--- src/rtl/fib_pkg.sv ---
// Shared types and default sizes for the Fibonacci job scheduler.
package fib_pkg;

   localparam int unsigned DefWidth = 32;
   localparam int unsigned DefIdxW  = 6;

   typedef enum logic [1:0] {
      StIdle = 2'd0,
      StRun  = 2'd1,
      StResp = 2'd2
   } state_e;

endpackage

--- src/rtl/fib_engine.sv ---
// Iterative Fibonacci datapath: after k steps from a load, prev holds F(k) with
// a sticky flag that marks F(k) >= 2^WIDTH.
module fib_engine
   import fib_pkg::*;
#(
   parameter int unsigned WIDTH = DefWidth
) (
   input  logic             i_clk,
   input  logic             i_rst,
   input  logic             i_load,
   input  logic             i_step,
   output logic [WIDTH-1:0] o_prev,
   output logic             o_prev_ovf
);

   logic [WIDTH-1:0] r_prev;
   logic [WIDTH-1:0] r_curr;
   logic             r_prev_ovf;
   logic             r_curr_ovf;
   logic [WIDTH:0]   w_sum;

   assign w_sum = {1'b0, r_curr} + {1'b0, r_prev};

   always_ff @(posedge i_clk) begin
      if (i_rst || i_load) begin
         r_prev     <= '0;
         r_curr     <= WIDTH'(1);
         r_prev_ovf <= 1'b0;
         r_curr_ovf <= 1'b0;
      end else if (i_step) begin
         r_prev     <= r_curr;
         r_curr     <= w_sum[WIDTH-1:0];
         r_prev_ovf <= r_curr_ovf;
         // curr runs one term ahead; its flag only reaches the result one step later
         r_curr_ovf <= r_curr_ovf | r_prev_ovf | w_sum[WIDTH];
      end
   end

   assign o_prev     = r_prev;
   assign o_prev_ovf = r_prev_ovf;

endmodule

--- src/rtl/fib_job_scheduler.sv ---
// Round-robin front end that shares one fib_engine among NUM_REQ requesters and
// returns F(n) with the owner's ID through a valid/ready response port.
module fib_job_scheduler
   import fib_pkg::*;
#(
   parameter int unsigned NUM_REQ = 4,
   parameter int unsigned WIDTH   = DefWidth,
   parameter int unsigned IDX_W   = DefIdxW,
   parameter int unsigned ID_W    = $clog2(NUM_REQ)
) (
   input  logic                     i_clk,
   input  logic                     i_rst,
   input  logic [NUM_REQ-1:0]       i_req_valid,
   input  logic [NUM_REQ*IDX_W-1:0] i_req_index,
   output logic [NUM_REQ-1:0]       o_req_ready,
   output logic                     o_resp_valid,
   input  logic                     i_resp_ready,
   output logic [ID_W-1:0]          o_resp_id,
   output logic [WIDTH-1:0]         o_resp_data,
   output logic                     o_resp_overflow,
   output logic                     o_busy
);

   state_e           r_state;
   state_e           w_state_next;
   logic [IDX_W-1:0] r_count;
   logic [IDX_W-1:0] w_count_next;
   logic [ID_W-1:0]  r_id;
   logic [ID_W-1:0]  r_rr_ptr;

   logic             w_found;
   logic [ID_W-1:0]  w_grant_id;
   logic [IDX_W-1:0] w_grant_index;
   logic             w_accept;
   logic             w_load;
   logic             w_step;
   logic [WIDTH-1:0] w_prev;
   logic             w_prev_ovf;

   function automatic logic [ID_W-1:0] wrap_add(input logic [ID_W-1:0] base,
                                                input int unsigned     off);
      int unsigned s;
      s = int'(base) + off;
      return ID_W'(s % NUM_REQ);
   endfunction

   // Search starts at rr_ptr so the last winner has lowest priority next time.
   always_comb begin
      w_found    = 1'b0;
      w_grant_id = '0;
      for (int unsigned k = 0; k < NUM_REQ; k++) begin
         if (!w_found && i_req_valid[wrap_add(r_rr_ptr, k)]) begin
            w_found    = 1'b1;
            w_grant_id = wrap_add(r_rr_ptr, k);
         end
      end
   end

   assign w_grant_index = i_req_index[int'(w_grant_id)*IDX_W +: IDX_W];
   assign w_accept      = (r_state == StIdle) && w_found && !i_rst;

   always_comb begin
      o_req_ready = '0;
      if (w_accept) begin
         o_req_ready[w_grant_id] = 1'b1;
      end
   end

   always_comb begin
      w_state_next = r_state;
      w_count_next = r_count;
      w_load       = 1'b0;
      w_step       = 1'b0;
      unique case (r_state)
         StIdle: begin
            if (w_accept) begin
               w_load       = 1'b1;
               w_count_next = w_grant_index;
               w_state_next = (w_grant_index == '0) ? StResp : StRun;
            end
         end
         StRun: begin
            w_step       = 1'b1;
            w_count_next = r_count - IDX_W'(1);
            if (r_count == IDX_W'(1)) begin
               w_state_next = StResp;
            end
         end
         StResp: begin
            if (i_resp_ready) begin
               w_state_next = StIdle;
            end
         end
         default: begin
            w_state_next = StIdle;
         end
      endcase
   end

   always_ff @(posedge i_clk) begin
      if (i_rst) begin
         r_state  <= StIdle;
         r_count  <= '0;
         r_id     <= '0;
         r_rr_ptr <= '0;
      end else begin
         r_state <= w_state_next;
         r_count <= w_count_next;
         if (w_accept) begin
            r_id     <= w_grant_id;
            r_rr_ptr <= wrap_add(w_grant_id, 1);
         end
      end
   end

   fib_engine #(
      .WIDTH (WIDTH)
   ) u_engine (
      .i_clk      (i_clk),
      .i_rst      (i_rst),
      .i_load     (w_load),
      .i_step     (w_step),
      .o_prev     (w_prev),
      .o_prev_ovf (w_prev_ovf)
   );

   // Engine is frozen in RESP, so its outputs double as the response registers.
   assign o_resp_valid    = (r_state == StResp);
   assign o_resp_id       = r_id;
   assign o_resp_data     = w_prev;
   assign o_resp_overflow = w_prev_ovf;
   assign o_busy          = (r_state != StIdle);

endmodule

--- config.mk ---
export PLATFORM = sky130hd
export DESIGN_NAME = fib_job_scheduler
export DESIGN_NICKNAME = d
export VERILOG_FILES = /design/src/rtl/fib_pkg.sv /design/src/rtl/fib_engine.sv /design/src/rtl/fib_job_scheduler.sv
export SDC_FILE = /design/constraint.sdc
export NUM_CORES = 1
export LEC_CHECK = 0
export ABC_AREA = 1
export CAP_MARGIN = 0
export CORE_MARGIN = 1.5
export CORE_UTILIZATION = 45
export DETAILED_ROUTE_END_ITERATION = 10
export PLACE_DENSITY = 0.7
export RECOVER_POWER = 50
export REMOVE_ABC_BUFFERS = 1
export SYNTH_ARGS = -nofsm -noshare
export SYNTH_HDL_FRONTEND = slang
export SYNTH_SLANG_ARGS = --single-unit
export TNS_END_PERCENT = 20
--- constraint.sdc ---
create_clock -name i_clk -period 2.01 [get_ports i_clk]
set_input_delay 0.5025 -clock i_clk [delete_from_list [all_inputs] [get_ports i_clk]]
set_output_delay 0.5025 -clock i_clk [all_outputs]
set_load 0.02 [all_outputs]
# After elaboration in Yosys (flattened, before gate mapping)
# Index checks and enable logic that the tools add are counted.
# W data, S select, Z words.
# word_totals
input_bits,31
word_cells,76
regBits,78
# classes
n_bitwise,2
reduce_logical,17
shift,1
n_addsub,6
n_mul,1
muxes,29
n_eq_ne,6
n_lt_le_gt_ge,6
# ops
cell,n
$add A32 B32 Y33,1
$shiftx A24 B6 Y6,1
$mux W2,8
$lt A2 B3 Y1 const B,5
$mux W1,12
$pmux W6 S2,1
$bmux W1 S2,4
$eq A6 B1 Y1 const B,1
$logic_and A1 B1 Y1,6
$logic_not A6 Y1,1
$mux W6,1
$pmux W2 S3,1
$sub A6 B1 Y6 const B,1
$add A2 B1 Y2 const B,2
$add A2 B2 Y2 const B,2
$logic_not A1 Y1,4
$mul A2 B2 Y4 const B,1
$mux W4,1
$ne A2 B2 Y1 const B,2
$reduce_bool A2 Y1,2
$reduce_and A3 Y1,1
$demux W1 S2,1
$eq A2 B1 Y1 const B,1
$eq A2 B2 Y1 const B,1
6 further kinds,7

# Depth between registers and ports, before layout
# depth
depth_word,18
ltp_mapped,18
mapped_depth_nobuf,16

# Modules after synthesis
# Synthesis repeated with hierarchy kept, for this count alone.
# hier_totals
hier_cells,1058
area_unflattened_um2,6160.9
# by_module_without_submodules
module,instances,seq_area_each_um2,cells_per_inst,area_per_inst_um2
fib_engine,1,1321.3,825,4857.2
fib_job_scheduler,1,240.2,233,1303.8

# Worst setup path after synthesis
# OpenSTA, ideal clock, no wires.
# synth_path
kind,input port to output port
startpoint,in i_req_valid[3]
endpoint,out o_req_ready[1]
cell_stages,13
required_time_ns,1.507
slack_ns,-0.294
arrival_time_ns,1.801
cell_sequence,inv_1 nand2_1 nand3_1 nand2_2 inv_2 nand2_1 nand2_2 nand3_4 buf_6 inv_1 ha_1 inv_1 nor2_1
# synth_via
elab_chain_len,17
# synth_lines
item,line_no,source
start: declaration,fib_job_scheduler.sv:13,"input logic [NUM_REQ-1:0] i_req_valid,"
$bmux W1 S2,fib_job_scheduler.sv:52,"if (!w_found && i_req_valid[wrap_add(r_rr_ptr, k)]) begin"
$mux W1 (not written as such),fib_job_scheduler.sv:52,
$mux W1,fib_job_scheduler.sv:52,
$logic_not A1 Y1,fib_job_scheduler.sv:52,
$logic_and A1 B1 Y1,fib_job_scheduler.sv:52,
$mux W1,fib_job_scheduler.sv:52,
$logic_not A1 Y1,fib_job_scheduler.sv:52,
$logic_and A1 B1 Y1,fib_job_scheduler.sv:52,
(+2 left out),n/a,
$logic_and A1 B1 Y1,fib_job_scheduler.sv:52,
$mux W2 *,fib_job_scheduler.sv:52,
named net w_grant_id[0],fib_job_scheduler.sv:32,logic [ID_W-1:0] w_grant_id;
$lt A2 B3 Y1 (not written as such) or $ge A2 B1 Y1 (tied branches),fib_job_scheduler.sv:65,o_req_ready[w_grant_id] = 1'b1;
$logic_and A1 B1 Y1 (not written as such),fib_job_scheduler.sv:65,
$mux W1 (not written as such),fib_job_scheduler.sv:65,
$demux W1 S2 *,fib_job_scheduler.sv:65,
$mux W4 *,fib_job_scheduler.sv:64,if (w_accept) begin
end: declaration,fib_job_scheduler.sv:15,"output logic [NUM_REQ-1:0] o_req_ready,"
# The timed path passes the listed nets; every way through them passes the cells marked *. The select of a mux whose other input is x is not followed.

# Worst setup path after layout
# layout_path
startpoint,reg r_rr_ptr[0]
endpoint,out o_req_ready[3]
# layout_via
elab_chain_len,17
# layout_lines
item,line_no,source
start: declaration,fib_job_scheduler.sv:29,logic [ID_W-1:0] r_rr_ptr;
start signal: assignment,fib_job_scheduler.sv:111,"r_rr_ptr <= wrap_add(w_grant_id, 1);"
branches (longest 11 deep; another with $add A2 B1 Y2),n/a,
$mux W2 *,fib_job_scheduler.sv:52,
named net w_grant_id[0],fib_job_scheduler.sv:32,
$lt A2 B3 Y1 (not written as such) or $ge A2 B1 Y1 (tied branches),fib_job_scheduler.sv:65,
$logic_and A1 B1 Y1 (not written as such),fib_job_scheduler.sv:65,
$mux W1 (not written as such),fib_job_scheduler.sv:65,
$demux W1 S2 *,fib_job_scheduler.sv:65,
$mux W4 *,fib_job_scheduler.sv:64,
# Mark *: on every way through the listed nets, which the timed path passes. The select of a mux whose other input is x is not followed.

==> results.txt <==
critical path cell sequence: buf_12, inv_12, buf_4, nand2_1, nand2_1, nand2_2, nand2_2, nand2_2, nand2_2, nand2_2, nand3_4, inv_4, ha_4, inv_1, nor2_1, buf_4
Lkg Pwr: 0.00388 uW
root buffer cell: clkbuf_16
Net Sw Frac: 42.9%
Core Util, Final: 72.8%
vias in the first global route: 5,781
clk_lat worst skew: 340 ps
number of routed nets with antenna violations: 0
CP Max Fanout: 8
DR iter-0 viols: 429
initial antenna violation count: 0
syn_area_per_cell: 6.54 um^2
synthesis-to-layout area growth: 56.0%
yosys warns: 0
VDD IR max: 0.000856 V
Synth Cell Area: 0.00537 mm^2
Vias: 6,249
startpoint types: flop
Relative slew margins: 72.2%
Final Slew Violations: 0
Cell Rows: 39
starting density of the core: 46.6%
CP dominant cell by count: nand2_2
CTS tree: yes
Bufs and invs on worst path: 6
htree depth: 3
Routed WL per cell: 14.5 um
Peak Freq: 0.361 GHz
Worst-path clk slew: 60 ps
Comb pwr share: 61.4%
Die H: 112 um
Layout Nets: 1,105
CP max-delay cell: dfxtp_4
post-DP HPWL: 10.5 mm
Die Span X: 112 um
Core Area: 0.0115 mm^2
most common cell after layout, fill and taps aside: nand2_1
top cells by area, synth: dfxtp_1 29%, nand2_1 14%, ha_1 8.9%
Worst Setup SP: r_rr_ptr[0]
fin crit share: 138%
Yosys top cell area share: 29.1%
Least-Margin Pin Slew: 417 ps
Avg Vias per Cell: 5.28
GRT Overall Usage: 24.9%
power per cell area: 1220 mW/mm^2
hold violation count in the final report: 0
#FFs+latches synth: 78
largest net degree at the start of global routing: 89
TritonCTS Buffers: 9
flop2flop setup slack: -570 ps
CP required: 1510 ps
first-pass GRT wire length: 26.1 mm
final setup vio count: 82
Worst Path Arrival: 2270 ps
Int Pwr: 5810 uW
Setup CP Type: reg -> out
post-synth top area cell: dfxtp_1
grt ovf: 0
crit end category: primary output
Netlist cell types: 42
Worst Slack Setup Final: -759 ps
Die Area: 0.0126 mm^2
final setup TNS: -38,060 ps
instance count on the critical path: 16
MaxCap Viol Count: 0
register area share after synthesis: 29.1%
CTS max path bufs: 2
sequential share of power: 20.2%
Initial DRT Pass Iterations: 7
fraction of layout cells with a size suffix above 1: 30.6%
GPL Wtd Cong: 0.947
slowest stage delay, CP: 400 ps
clk_skew: 5.11 ps
Psw: 4370 uW
Diodes inserted: 0
Tmin final: 2770 ps
crit path to: o_req_ready[3]
Final Cell Area: 0.00838 mm^2
# clock sinks: 78
input/output buffers: 71
final WL: 17.1 mm
number of cells produced by synthesis: 821
RSZ-0062 raised after global routing: true
CP delay by family, top: simple AND/OR/NAND/NOR gates
commonest cells after routing, fill and taps aside: 177 x nand2_1, 134 x buf_4, 95 x inv_1
Hold Path Class: reg -> reg
status: finished, violations left
# DRC: 0
Clk pwr share: 18.4%
Top Ports: 72
Worst Reg-to-Reg Cells: 20
Reg-to-Reg Start: r_rr_ptr[0]
failing checks: negative setup slack
R2R Path End: u_engine.r_curr[5]
placed standard-cell area: 0.00721 mm^2
==> power groups by stage <==
stage | clock network (uW) | logic, uW | registers, uW
final | 1880 | 6250 | 2050
after global routing | 1970 | 6790 | 2070
after CTS | 1900 | 5280 | 2030
after detailed placement | 0 | 4600 | 2040
after global placement | 0 | 4560 | 2020
after floorplan | 0 | 2700 | 2100
==> synthesized netlist by cell type <==
cell and instances:
nand2_1 207, inv_1 99, a21oi_1 83, dfxtp_1 78
nor2_1 78, o21ai_0 47, nand3_1 44, ha_1 38
nand4_1 20, clkbuf_1 15, xor2_1 11, a21o_1 9
buf_2 9, nand2_2 8, xnor2_1 7, inv_2 6
a31oi_1 5, nor3_1 5, o21ai_1 5, a221oi_1 4
nand3_2 4, o21bai_1 4, a21boi_0 3, a22o_1 3
nor2_2 3, o22ai_1 3, or2_2 3, buf_4 2
buf_6 2, nand3_4 2, nor2_4 2, o211ai_1 2
a2111oi_0 1, a21boi_1 1, a21oi_2 1, a221o_1 1
a22oi_1 1, fa_1 1, inv_6 1, nand2_4 1
nand3b_1 1, or2_0 1
==> metrics by stage <==
step / hold WS, ps / setup WS (ps) / total power [uW] / std cells
after floorplan: 441 / -3420 / 4800 / 793
after global placement: 440 / -1130 / 6580 / 1144
after detailed placement: 444 / -1170 / 6640 / 1144
after CTS: 459 / -563 / 9210 / 1177
after global routing: 500 / -867 / 10800 / 1183
final: 476 / -759 / 10200 / 1183
==> how the worst min path moves through the flow <==
stage / start / to / slack, ps / cells after the start
after floorplan: u_engine.r_curr_ovf / u_engine.r_curr_ovf / 440 / 2
after global placement: o_resp_id[1] / o_resp_id[1] / 440 / 2
after detailed placement: o_resp_id[1] / o_resp_id[1] / 440 / 2
after CTS: o_resp_id[1] / o_resp_id[1] / 460 / 2
after global routing: o_resp_id[0] / o_resp_id[0] / 500 / 2
final: u_engine.r_curr_ovf / u_engine.o_prev_ovf / 480 / 2
==> per-layer routing <==
layer / vias to the layer above / track usage [%] / routed length, um
li1: 3137 / - / -
met3: 50 / 3.73 / 647
met2: 156 / 41.9 / 8160
met4: 0 / 8.52 / 550
met1: 2906 / 32.7 / 7780
met5: - / 0 / 0
==> cell families after synthesis <==
family | count (synthesis) | synth area share, %
flip-flops | 78 | 29.1
buffers and inverters | 134 | 10.1
AO/OA/AOI/OAI | 173 | 18.0
adder cells (fa/ha/maj) | 39 | 9.22
XOR/XNOR | 18 | 2.93
AND/OR/NAND/NOR | 379 | 30.7
==> sequential cells by signal, indices dropped and copies added, names as in the netlist <==
register / cells
r_rr_ptr: 2
u_engine.r_curr_ovf: 1
u_engine.o_prev: 32
r_count: 6
r_state: 2
u_engine.o_prev_ovf: 1
o_resp_id: 2
u_engine.r_curr: 32
==> timing repair <==
| action | CTS | global route |
|---|---|---|
| endpoints found under the setup margin | 83 | 82 |
| gates cloned | 5 | 1 |
| pin swaps | 28 | 33 |
| hold buffers | 0 | 0 |
| buffers inserted | 12 | 8 |
| resized for setup | 124 | 96 |
==> layout make-up <==
class,count,area [um^2]
multi-input cells,609,3760
clock buffers,10,229
repair buffers,231,2110
well taps,143,179
fillers,881,3140
flip-flops and latches,78,1570
clock inverters,6,110
inverters,106,425
==> worst register-to-register path, cell delays in order (launching register included) <==
cell     delay (ps)
dfxtp_4         400
buf_12          150
inv_12           60
nand2_4          60
nand2_4          70
nand2_4          70
nand2_2          60
nor2_4          190
nand3_4         130
buf_4           160
buf_6           120
nand3_4         100
buf_4           130
buf_6           100
inv_4            30
nor2_4          120
buf_4           140
buf_12          100
buf_8           110
o21ai_1          70
a21oi_1         150
(Power assumes the default switching activity.)
